<file path="config.mk">
export PLATFORM = sky130hd
export DESIGN_NAME = ysyx_25020047_lsu
export DESIGN_NICKNAME = d
export VERILOG_FILES = /design/src/rtl/ysyx_25020047_lsu.sv
export SDC_FILE = /design/constraint.sdc
export NUM_CORES = 1
export LEC_CHECK = 0
export CAP_MARGIN = 20
export CELL_PAD_IN_SITES_DETAIL_PLACEMENT = 1
export CELL_PAD_IN_SITES_GLOBAL_PLACEMENT = 1
export CORE_AREA = 2 2 160 123
export DETAILED_ROUTE_END_ITERATION = 10
export DIE_AREA = 0 0 162 125
export PLACE_DENSITY_LB_ADDON = 0.1
export SETUP_SLACK_MARGIN = 0.1
export SYNTH_ARGS = -nofsm -noshare
export SYNTH_HDL_FRONTEND = slang
export SYNTH_SLANG_ARGS = --single-unit
</file>
<file path="constraint.sdc">
create_clock -name clk -period 2.8 [get_ports clk]
set_input_delay 0.28 -clock clk [delete_from_list [all_inputs] [get_ports clk]]
set_output_delay 0.28 -clock clk [all_outputs]
set_load 0.005 [all_outputs]
</file>
<file path="src/rtl/ysyx_25020047_lsu.sv">
// Load/store unit between EXU and WBU: one request in flight, valid/ready bus with
// response timeout, misalignment detection, store lane replication and load extension.
module ysyx_25020047_lsu #(
   parameter int TIMEOUT = 1024
) (
   input  logic        clk,
   input  logic        rst,
   input  logic        in_valid,
   output logic        in_ready,
   input  logic        ld_en,
   input  logic        st_en,
   input  logic [2:0]  funct3,
   input  logic [31:0] addr,
   input  logic [31:0] st_data,
   output logic        mem_req_valid,
   input  logic        mem_req_ready,
   output logic [31:0] mem_addr,
   output logic        mem_wen,
   output logic [3:0]  mem_wmask,
   output logic [31:0] mem_wdata,
   input  logic        mem_resp_valid,
   input  logic [31:0] mem_rdata,
   output logic        out_valid,
   input  logic        out_ready,
   output logic [31:0] memdata,
   output logic        fault
);

   typedef enum logic [1:0] {IDLE, REQ, WAIT, DONE} state_t;

   localparam int CW = $clog2(TIMEOUT + 1);
   localparam logic [CW-1:0] LAST = CW'(TIMEOUT - 1);

   state_t        state;
   logic [CW-1:0] cnt;
   logic [2:0]    f3;
   logic [1:0]    lane;
   logic          is_st;

   logic          misaligned;
   logic [3:0]    st_mask;
   logic [31:0]   st_word;
   logic [7:0]    b_lane;
   logic [15:0]   h_lane;
   logic [31:0]   ld_data;

   assign in_ready   = (state == IDLE);
   assign misaligned = (funct3[1:0] == 2'b01 && addr[0]) ||
                       (funct3[1:0] == 2'b10 && addr[1:0] != 2'b00);

   always_comb begin
      st_mask = 4'b1111;
      st_word = st_data;
      case (funct3[1:0])
         2'b00: begin
            st_mask = 4'b0001 << addr[1:0];
            st_word = {4{st_data[7:0]}};
         end
         2'b01: begin
            st_mask = 4'b0011 << {addr[1], 1'b0};
            st_word = {2{st_data[15:0]}};
         end
         default: ;
      endcase
   end

   // Extraction uses the latched lane/width, since the EXU inputs have moved on by WAIT.
   always_comb begin
      case (lane)
         2'd1:    b_lane = mem_rdata[15:8];
         2'd2:    b_lane = mem_rdata[23:16];
         2'd3:    b_lane = mem_rdata[31:24];
         default: b_lane = mem_rdata[7:0];
      endcase
      h_lane = lane[1] ? mem_rdata[31:16] : mem_rdata[15:0];
      case (f3)
         3'b000:  ld_data = {{24{b_lane[7]}}, b_lane};
         3'b100:  ld_data = {24'b0, b_lane};
         3'b001:  ld_data = {{16{h_lane[15]}}, h_lane};
         3'b101:  ld_data = {16'b0, h_lane};
         default: ld_data = mem_rdata;
      endcase
   end

   always_ff @(posedge clk) begin
      if (rst) begin
         state         <= IDLE;
         cnt           <= '0;
         f3            <= 3'b0;
         lane          <= 2'b0;
         is_st         <= 1'b0;
         mem_req_valid <= 1'b0;
         mem_addr      <= 32'b0;
         mem_wen       <= 1'b0;
         mem_wmask     <= 4'b0;
         mem_wdata     <= 32'b0;
         out_valid     <= 1'b0;
         memdata       <= 32'b0;
         fault         <= 1'b0;
      end else begin
         case (state)
            IDLE: if (in_valid) begin
               f3    <= funct3;
               lane  <= addr[1:0];
               is_st <= st_en;
               if (!(ld_en || st_en) || misaligned) begin
                  state     <= DONE;
                  out_valid <= 1'b1;
                  memdata   <= 32'b0;
                  fault     <= (ld_en || st_en);
               end else begin
                  state         <= REQ;
                  mem_req_valid <= 1'b1;
                  mem_addr      <= {addr[31:2], 2'b00};
                  mem_wen       <= st_en;
                  mem_wmask     <= st_en ? st_mask : 4'b0;
                  mem_wdata     <= st_en ? st_word : 32'b0;
               end
            end
            REQ: if (mem_req_ready) begin
               state         <= WAIT;
               cnt           <= '0;
               mem_req_valid <= 1'b0;
               mem_wen       <= 1'b0;
               mem_wmask     <= 4'b0;
            end
            WAIT: begin
               if (mem_resp_valid) begin
                  state     <= DONE;
                  out_valid <= 1'b1;
                  memdata   <= is_st ? 32'b0 : ld_data;
                  fault     <= 1'b0;
               end else if (cnt == LAST) begin
                  state     <= DONE;
                  out_valid <= 1'b1;
                  memdata   <= 32'b0;
                  fault     <= 1'b1;
               end else begin
                  cnt <= cnt + 1'b1;
               end
            end
            DONE: if (out_ready) begin
               state     <= IDLE;
               out_valid <= 1'b0;
               memdata   <= 32'b0;
               fault     <= 1'b0;
            end
            default: state <= IDLE;
         endcase
      end
   end

endmodule

</file>
* Word-level counts from Yosys, hierarchy flattened
Cells that the tools add are included.
Word-level totals: flip-flop bits (word level) 121, word-level logic and storage cells 102, output and inout bits 105, input bits 107
Operators by class: shifts and indexed selects 2, equal/unequal tests 20, $add $sub $neg 1, bitwise gates (word level) 1, reductions and logical operators 19, muxes and demuxes 46
Operator list (number):
- $mux 32 | 7
- $pmux 32 s4 | 1
- $pmux 32 s3 | 1
- $pmux 32 s2 | 1
- $mux 11 | 3
- $pmux 8 s3 | 1
- $pmux 11 s2 | 1
- $mux 16 | 1
- $mux 4 | 4
- $pmux 4 s2 | 2
- $mux 1 | 13
- $mux 2 | 6
- $ne 2x2->1 const B | 6
- $reduce_and 4->1 | 3
- $add 11x1->11 const B | 1
- $eq 11x10->1 const B | 1
- $eq 2x2->1 const B | 5
- $pmux 2 s4 | 1
- $eq 2x1->1 const B | 3
- $eq 3x3->1 const B | 2
- $pmux 1 s3 | 2
- $reduce_bool 2->1 | 3
- $reduce_and 5->1 | 1
- $logic_not 2->1 | 2
- other kinds (14) | 18

* Longest topological paths before layout
Gate-level depths: netlist (run 1).
depth in word-level cells 7, depth in mapped cells 9, gate-level depth less buffers 6

* Least setup slack after synthesis (run 1)
OpenSTA, ideal clock, no wires.
path kind reg2reg, start reg state[0], end reg mem_addr[30], stages on the path, launching flop included 10, buffers on the path 3, required time 2.668 ns, clock period less this slack 2.010 ns, setup slack 0.790 ns, library setup time 0.132 ns, arrival time 1.878 ns, cells stage by stage dfxtp_1 inv_1 ha_1 buf_2 nand2_1 a2111o_1 clkbuf_1 clkbuf_1 nand2_1 a21oi_1
On the way: word-level cells in the longest chain between the ends 2
Ends and longest elaborated chain:
- start: declaration | line 34 | state_t state;
- start signal: assignment | line 87 | state <= IDLE;
- start signal: assignment | line 107 | state <= DONE;
- start signal: assignment | line 112 | state <= REQ;
- $logic_not 2->1
- net in_ready | line 9 | output logic in_ready,
- $reduce_and 3->1 (no source line)
- end signal: assignment | line 114 | mem_addr <= {addr[31:2], 2'b00};
- end: declaration | line 17 | output logic [31:0] mem_addr,
The timed path passes the listed nets, and every way through them passes these cells. A chain may end at the register's enable or synchronous reset.

* Final worst setup path (run 1)
start reg state[0], end reg memdata[15]
On the way: word-level cells in the longest chain between the ends 3, elaborated cells between the ends (all ways) 10, those cells by class eq/ne (6); mux (1); reduce/logical (3)
Ends and longest elaborated chain:
- $eq 2x2->1 / $logic_not 2->1 (equally long branches) | line 101 | case (state)
- $ne 3x3->1 (no source line) (tied with other cells)
- $reduce_and 5->1 (no source line)
- end signal: assignment | line 131 | memdata <= is_st ? 32'b0 : ld_data;
- end: declaration | line 25 | output logic [31:0] memdata,
Parallel ways exist; a longest one is shown, timed or not.

==> summary.txt, run 1 <==
Outcome
  • Outcome: completed

Placed design
  • Place WS: between 0.15 and 0.2 ns
  • Detailed placement HPWL: between 15,000 and 20,000 µm
  • Placer Congestion: about 0.82
  • Count of input and output buffers: 209

Floorplanning
  • Initial core utilization: roughly a third
  • Std-Cell Core Area: 18,800 µm²
  • Die width: approximately 160 µm
  • Floorplan die height: 125 µm
  • Placement Rows: 44
  • Io pins: between 200 and 250
  • Area enclosed by the die boundary: 20,300 µm²

CTS
  • # Post-CTS Setup Buffers: 0
  • Insertion delay of the later-clocked pin in the worst-skew pair: about 0.42 ns
  • # clock sinks: around 120
  • Number of buffers between clock root and the deepest sink: 2
  • Hold-fix buffers, CTS: 0
  • CTS buffer count: 17
  • CTS tree: yes
  • H-tree levels: 4
  • Root buffer selected by CTS: sky130_fd_sc_hd__clkbuf_16
  • Cts repair resizes: 0
  • Clock edge transition at the registers on the reported setup and hold paths: about 0.060 ns

Logic synthesis
  • Gate Count Post-Synth: approximately 720
  • Post-Synthesis Mean Instance Area: ~8.4 µm²
  • Sequential-to-total area share from yosys stat: 39.9%
  • Post-synth design cell area: between 6000 and 7000 µm²
  • Number of warning messages in the yosys log: 0
  • Most frequently used flop master after synthesis: sky130_fd_sc_hd__dfxtp_1
  • Ys async rst share: 0%
  • Number of distinct library cells after synthesis: 68
  • Number of synthesized register bits: 121
  • Number of synthesized flops with an enable pin: 0

Worst setup path
  • Required arrival time at the worst endpoint: between 3 and 4 ns
  • Critical R2R Launch: state[0]
  • Worst setup path category: reg -> reg
  • Critical path fanouts, max: 14
  • Logic depth of the worst register-to-register path: 6
  • Critical path arrival: approximately 2.7 ns
  • Worst reg2reg path endpoint: memdata[15]
  • Flop-to-flop setup slack: between 0.3 and 0.4 ns
  • Worst Setup End Kind: flop
  • Type of element launching the critical path: flop

Finish
  • Share of final-layout standard cells stronger than drive strength 1: under 10%
  • Synth-to-Final Area Change: 50.0%
  • Sequential standard cell area: approximately 2400 µm²
  • Final core area utilization: 48.3%
  • Number of nets in the layout: roughly 1,000
  • Diode count: 0
  • Final-layout fill cell count: about 2,200
  • Area taken by multi-input logic gates: 3220 µm²

Power and ir drop
  • Switching part of the total: approximately 33%
  • Clock share of power: between 30% and 40%
  • Switching pwr: about 0.0021 W
  • Share of power burned in registers: 31.1%
  • Internal Pwr Total: about 0.0043 W
  • Leakage: roughly 3.2 nW
  • Maximum ir drop on the vdd rail: between 0.0003 and 0.0004 V
  • Pwr per Cell Area: 711 nW/µm²
  • Portion of total power attributed to combinational logic: 31.2%

Hold path
  • Source of the worst hold timing path: addr[4]
  • Path category of the worst min-delay check: in -> reg
  • Hold Crit Endpoint: mem_addr[4]
  • Worst hold path depth: 3

GRT
  • Via count of the first global-routing pass: 6,270
  • Wire length of the first global-routing pass: around 35,000 µm
  • Number of antenna violations at the first check in global routing: 0
  • Total routing resource utilization after global routing: 21.6%
  • Aggregate global routing overflow: 0
  • Maximum number of pins on one net before global-route repair: 107

Timing
  • Clock period minus final worst setup slack: between 2 and 2.5 ns
  • Worst setup slack after layout: approximately 0.36 ns
  • Post-route worst hold slack: 0.406 ns
  • RSZ-0062 raised after global routing: false
  • Relative max-transition margin: 44.9%
  • Slew Viols, Final: 0
  • Final Setup Violations: 0
  • Maximum achievable frequency: between 400 and 500 MHz
  • Final hold violation count: 0
  • Setup TNS Final: 0 ns
  • Transition time at the pin with the least slew margin: slightly above 0.8 ns
  • Clock Skew: roughly 0.01 ns
  • Share of the cycle needed by the critical path after routing: a little under 90%

Detailed routing
  • DRT Pass-1 Iters: 4
  • Via density: roughly 5.3
  • Detail-routed net length per standard cell: approximately 19 µm
  • Sum of routed wire length over all layers: between 20,000 and 25,000 µm
  • DRC: 0
  • Via count: 6,200
  • Antenna Nets Post-Route: 0
  • Number of DRC violations after detailed-routing iteration 0: between 200 and 300

Run
  • Max-cap violations: 0
## cells in the mapped netlist (all sizes together) (21+ instances only)
cell | instances | area (µm²)
dfxtp | 121 | 2420
nand2 | 119 | 447
a21oi | 81 | 405
inv | 42 | 158
clkbuf | 37 | 139
buf | 26 | 145
mux2i | 25 | 250
nand3 | 25 | 130
a311oi | 22 | 193
mux2 | 22 | 248
nand2b | 21 | 131
## routing by layer
layer / routed length [µm] / part of all wire, % / GRT usage (%)
met3: 1170 / 5.3 / 4.84
met4: 211 / 0.95 / 4.53
met2: 10100 / 45 / 33.7
met5: 0 / 0 / 0
met1: 10800 / 48 / 30.6
## registers in the layout, summed over array words and instances (netlist names)
signal and cells:
mem_wdata 32, mem_wmask 4, memdata 32, f3 3
mem_wen 1, lane 2, is_st 1, out_valid 1
mem_addr 30, cnt 11, mem_req_valid 1, fault 1
state 2
## power groups by stage
stage	logic, W	clock network, W	registers (W)
after global placement	0.00195	0	0.00204
final	0.00202	0.00244	0.00201
after global routing	0.00221	0.00257	0.00203
after floorplan	0.00115	0	0.00202
after CTS	0.00201	0.00248	0.00202
after detailed placement	0.00200	0	0.00205
## critical path, cell delays in order, from the launching register on
cell	delay (ns)
sky130_fd_sc_hd__dfxtp_1	0.38
sky130_fd_sc_hd__inv_1	0.10
sky130_fd_sc_hd__ha_1	0.32
sky130_fd_sc_hd__nor2b_1	0.21
sky130_fd_sc_hd__nor3_2	0.19
sky130_fd_sc_hd__and3_1	0.72
sky130_fd_sc_hd__mux2_1	0.39
## per-stage QoR
| step | instances | power (W) | instance area (µm²) |
|---|---|---|---|
| 2_1_floorplan | 724 | 0.00317 | 6070 |
| 3_3_place_gp | 1143 | 0.00399 | 8410 |
| 3_5_place_dp | 1143 | 0.00404 | 8410 |
| 4_1_cts | 1175 | 0.00651 | 9060 |
| 5_1_grt | 1177 | 0.00681 | 9100 |
| 6_report | 1177 | 0.00647 | 9100 |
## cells by family (layout without fill, tap and decap cells)
logic type | after synthesis | in the layout | share of synthesized area (%)
mux | 47 | 47 | 8.21
fa+ha+maj | 5 | 5 | 1.03
buf+inv | 106 | 306 | 7.34
other cells | 1 | 2 | 0.0618
simple gates | 225 | 225 | 17.9
flops | 121 | 121 | 39.9
compound gates | 218 | 218 | 25.6
## worst max-delay path by stage
| stage | to | start |
|---|---|---|
| floorplan | mem_addr[30] | state[0] |
| global placement | memdata[31] | funct3[0] |
| detailed placement | memdata[28] | mem_rdata[23] |
| CTS | memdata[28] | state[0] |
| global route | memdata[15] | state[0] |
| finish | memdata[15] | state[0] |
## cells in the final DEF, fill, tap and decap left out, drive strengths merged, types with 5 or more instances in the layout
| cell | synthesis | final |
|---|---|---|
| o221ai | 7 | 7 |
| a32oi | 5 | 5 |
| a211o | 5 | 5 |
| buf | 26 | 23 |
| nor2 | 15 | 15 |
| o211ai | 15 | 15 |
| nand2b | 21 | 21 |
| clkbuf | 37 | 20 |
| a41o | 7 | 7 |
| o2111ai | 11 | 11 |
| ha | 5 | 5 |
| dfxtp | 121 | 121 |
| mux2 | 22 | 22 |
| a311oi | 22 | 22 |
| o31ai | 5 | 5 |
| a31o | 16 | 16 |
| a22oi | 9 | 9 |
| nand3 | 25 | 25 |
| or4 | 7 | 7 |
| o21ai | 16 | 16 |
| clkdlybuf4s50 | 0 | 208 |
| mux2i | 25 | 25 |
| nor2b | 12 | 12 |
| or3 | 6 | 6 |
| nand2 | 119 | 119 |
| inv | 42 | 45 |
| a21oi | 81 | 81 |
## cell type report
class                   instances  share of cell area, %
clock buffers                  20                   5.13
clock inverters                12                   2.04
inverters                      43                   1.77
multi-input cells             497                   35.4
flip-flops and latches        121                   26.6
well taps                     253                   3.48
repair buffers                231                   25.6
(Power assumes the default switching activity.)
==> inputs of run 2 (changes only) <==
- CORE_AREA: 2 2 160 123 -> 4 4 162 125
- DIE_AREA: 0 0 162 125 -> 0 0 166 129
==> run 2 against run 1 <==
- worst setup slack gained 0.026 ns
- die area grew 5.7%
- critical path depth stayed put
- combinational power down 3%
- non-clock buffer count down 2
- worst hold slack worse by 0.17 ns
- maximum frequency grew 1.1%
- global-route usage down 1.2 points
- sequential share of layout area increased by 0.49 points
- via count increased by 0.42%
- critical path type unchanged
- critical endpoint is now mem_wdata[10]
- highest routed layer unchanged
==> summary.txt, run 2 (synthesized netlist as in run 1, its figures left out) <==
Finish
  • Non-Filler Cell Area, Final: 8930 µm²
  • Commonest cells after routing, fill and taps aside: 208 x sky130_fd_sc_hd__clkdlybuf4s50_1, 121 x sky130_fd_sc_hd__dfxtp_1, 119 x sky130_fd_sc_hd__nand2_1
  • Number of nets in the layout: 1,021
  • Most common cell after layout, fill and taps aside: sky130_fd_sc_hd__clkdlybuf4s50_1
  • Diode count: 0
  • Synth-to-Final Area Change: 47.3%
  • Registers with the most flip-flops: mem_wdata (32), memdata (32), mem_addr (30)
  • Final-layout fill cell count: 2,127
  • Share of final-layout standard cells stronger than drive strength 1: a little under a tenth

CTS
  • CTS buffer count: 17
  • Root buffer selected by CTS: sky130_fd_sc_hd__clkbuf_16
  • Clock edge transition at the registers on the reported setup and hold paths: approximately 0.06 ns
  • H-tree levels: 4
  • Number of buffers between clock root and the deepest sink: 2
  • Hold-fix buffers, CTS: 0
  • Insertion delay of the later-clocked pin in the worst-skew pair: 0.42 ns
  • CTS tree: yes
  • Cts repair resizes: 0
  • # clock sinks: about 120
  • # Post-CTS Setup Buffers: 0

Timing
  • Clock Skew: 0.00941 ns
  • RSZ-0062 raised after global routing: false
  • Share of the cycle needed by the critical path after routing: between 80% and 90%
  • Final Setup Violations: 0
  • Maximum achievable frequency: 414 MHz
  • Final hold violation count: 0
  • Transition time at the pin with the least slew margin: ~0.80 ns
  • Setup TNS Final: 0 ns
  • Relative max-transition margin: a little under half
  • Slew Viols, Final: 0
  • Clock period minus final worst setup slack: ~2.4 ns

Worst setup path
  • Critical path arrival: about 2.8 ns
  • Critical path fanouts, max: 35
  • Required arrival time at the worst endpoint: about 3.1 ns
  • Flop-to-flop setup slack: between 0.3 and 0.4 ns
  • Type of element launching the critical path: flop
  • Worst setup path category: reg -> reg
  • Critical path capture point: mem_wdata[10]
  • Critical R2R Launch: state[0]
  • Cell at the slowest stage of the critical path: sky130_fd_sc_hd__a2111o_2
  • Series of cell instances along the critical path: inv_1, ha_1, nand2_1, a2111o_2, a211o_1, a21oi_1
  • Launching element of the worst setup path: state[0]
  • Worst reg2reg path endpoint: mem_wdata[10]
  • Largest stage delay, worst path: about 0.74 ns
  • Worst Setup End Kind: flop
  • Logic depth of the worst register-to-register path: 6

Detailed routing
  • Via density: 5.33
  • Number of DRC violations after detailed-routing iteration 0: around 400
  • Via count: about 6,200
  • DRC: 0
  • DRT Pass-1 Iters: 4
  • Sum of routed wire length over all layers: about 22,000 µm
  • Detail-routed net length per standard cell: roughly 19 µm
  • Antenna Nets Post-Route: 0

Floorplanning
  • Io pins: between 200 and 250
  • Die width: between 150 and 200 µm
  • Initial core utilization: 32.9%
  • Area enclosed by the die boundary: about 21,000 µm²
  • Floorplan die height: 129 µm
  • Placement Rows: 43
  • Std-Cell Core Area: about 18,000 µm²

GRT
  • Maximum number of pins on one net before global-route repair: between 40 and 50
  • Via count of the first global-routing pass: 6,417
  • Number of antenna violations at the first check in global routing: 0
  • Aggregate global routing overflow: 0
  • Wire length of the first global-routing pass: approximately 35,000 µm
  • Total routing resource utilization after global routing: 20.4%

Placed design
  • Detailed placement HPWL: between 15,000 and 20,000 µm
  • Count of input and output buffers: between 200 and 250
  • Placer Congestion: approximately 0.83
  • Instance area after placement: between 8000 and 9000 µm²

Power and ir drop
  • Pwr per Cell Area: just under 700 nW/µm²
  • Sum of internal, switching and leakage power: approximately 0.006 W
  • Leakage: 3.11 nW
  • Maximum ir drop on the vdd rail: roughly 0.00035 V

Outcome
  • Outcome: completed

Hold path
  • Source of the worst hold timing path: rst
  • Path category of the worst min-delay check: in -> reg

Run
  • Max-cap violations: 0
==> run 2: cell types whose count changed in the layout (fill, tap and decap cells not counted), sizes merged <==
cell	delta
clkinv	+9
bufinv	-3
clkbuf	-3
buf	-2
inv	-2
clkinvlp	-1
==> run 2: final cells by class <==
cell class,count,area [µm²],area share (%)
Multi-Input combinational cell,497,3220,36.1
Sequential cell,121,2420,27.1
Timing Repair Buffer,229,2260,25.3
Clock buffer,17,425,4.76
Tap cell,247,309,3.46
Inverter,43,161,1.81
Clock inverter,15,130,1.46
==> run 2: per-stage QoR <==
step	cells	hold slack, ns	setup WS (ns)	utilization [%]
global placement	1137	0.440	0.396	45.4
global route	1169	0.234	0.237	48.4
finish	1169	0.240	0.385	48.4
CTS	1169	0.225	0.385	48.4
floorplan	724	0.416	0.790	-
detailed placement	1137	0.449	0.315	45.4
==> run 2: routing by layer <==
metal  vias up  share of wire (%)  GRT usage (%)
li1       2988                  -              -
met1      3040                 47           27.7
met2       184                 46           32.1
met3        14                5.2           6.08
met4         0                1.0           5.19
met5         -                  0              0
==> run 2: worst min path at each step <==
stage                         to  slack (ns)  depth (start not counted)
global route        mem_wdata[2]        0.23                          2
CTS                 mem_wdata[2]        0.22                          2
global placement    mem_wdata[9]        0.44                          2
finish              mem_wdata[1]        0.24                          2
detailed placement  mem_wdata[9]        0.45                          2
floorplan           mem_addr[10]        0.42                          2
==> run 2: power by group <==
| group | leakage, nW | internal, W | switching [W] |
|---|---|---|---|
| registers | 0.981 | 0.00189 | 0.000136 |
| clock network | 0.269 | 0.00122 | 0.000851 |
| logic | 1.86 | 0.000845 | 0.00111 |
| total | 3.11 | 0.00395 | 0.00210 |
==> run 2: critical path: cells and delay by family (launching register included) <==
| family | cells | cell delay, ns |
|---|---|---|
| adders and majority gates | 1 | 0.46 |
| and+or+nand+nor | 1 | 0.17 |
| buffers and inverters | 1 | 0.11 |
| DFF | 1 | 0.34 |
| AOI/OAI and AO/OA | 3 | 1.25 |
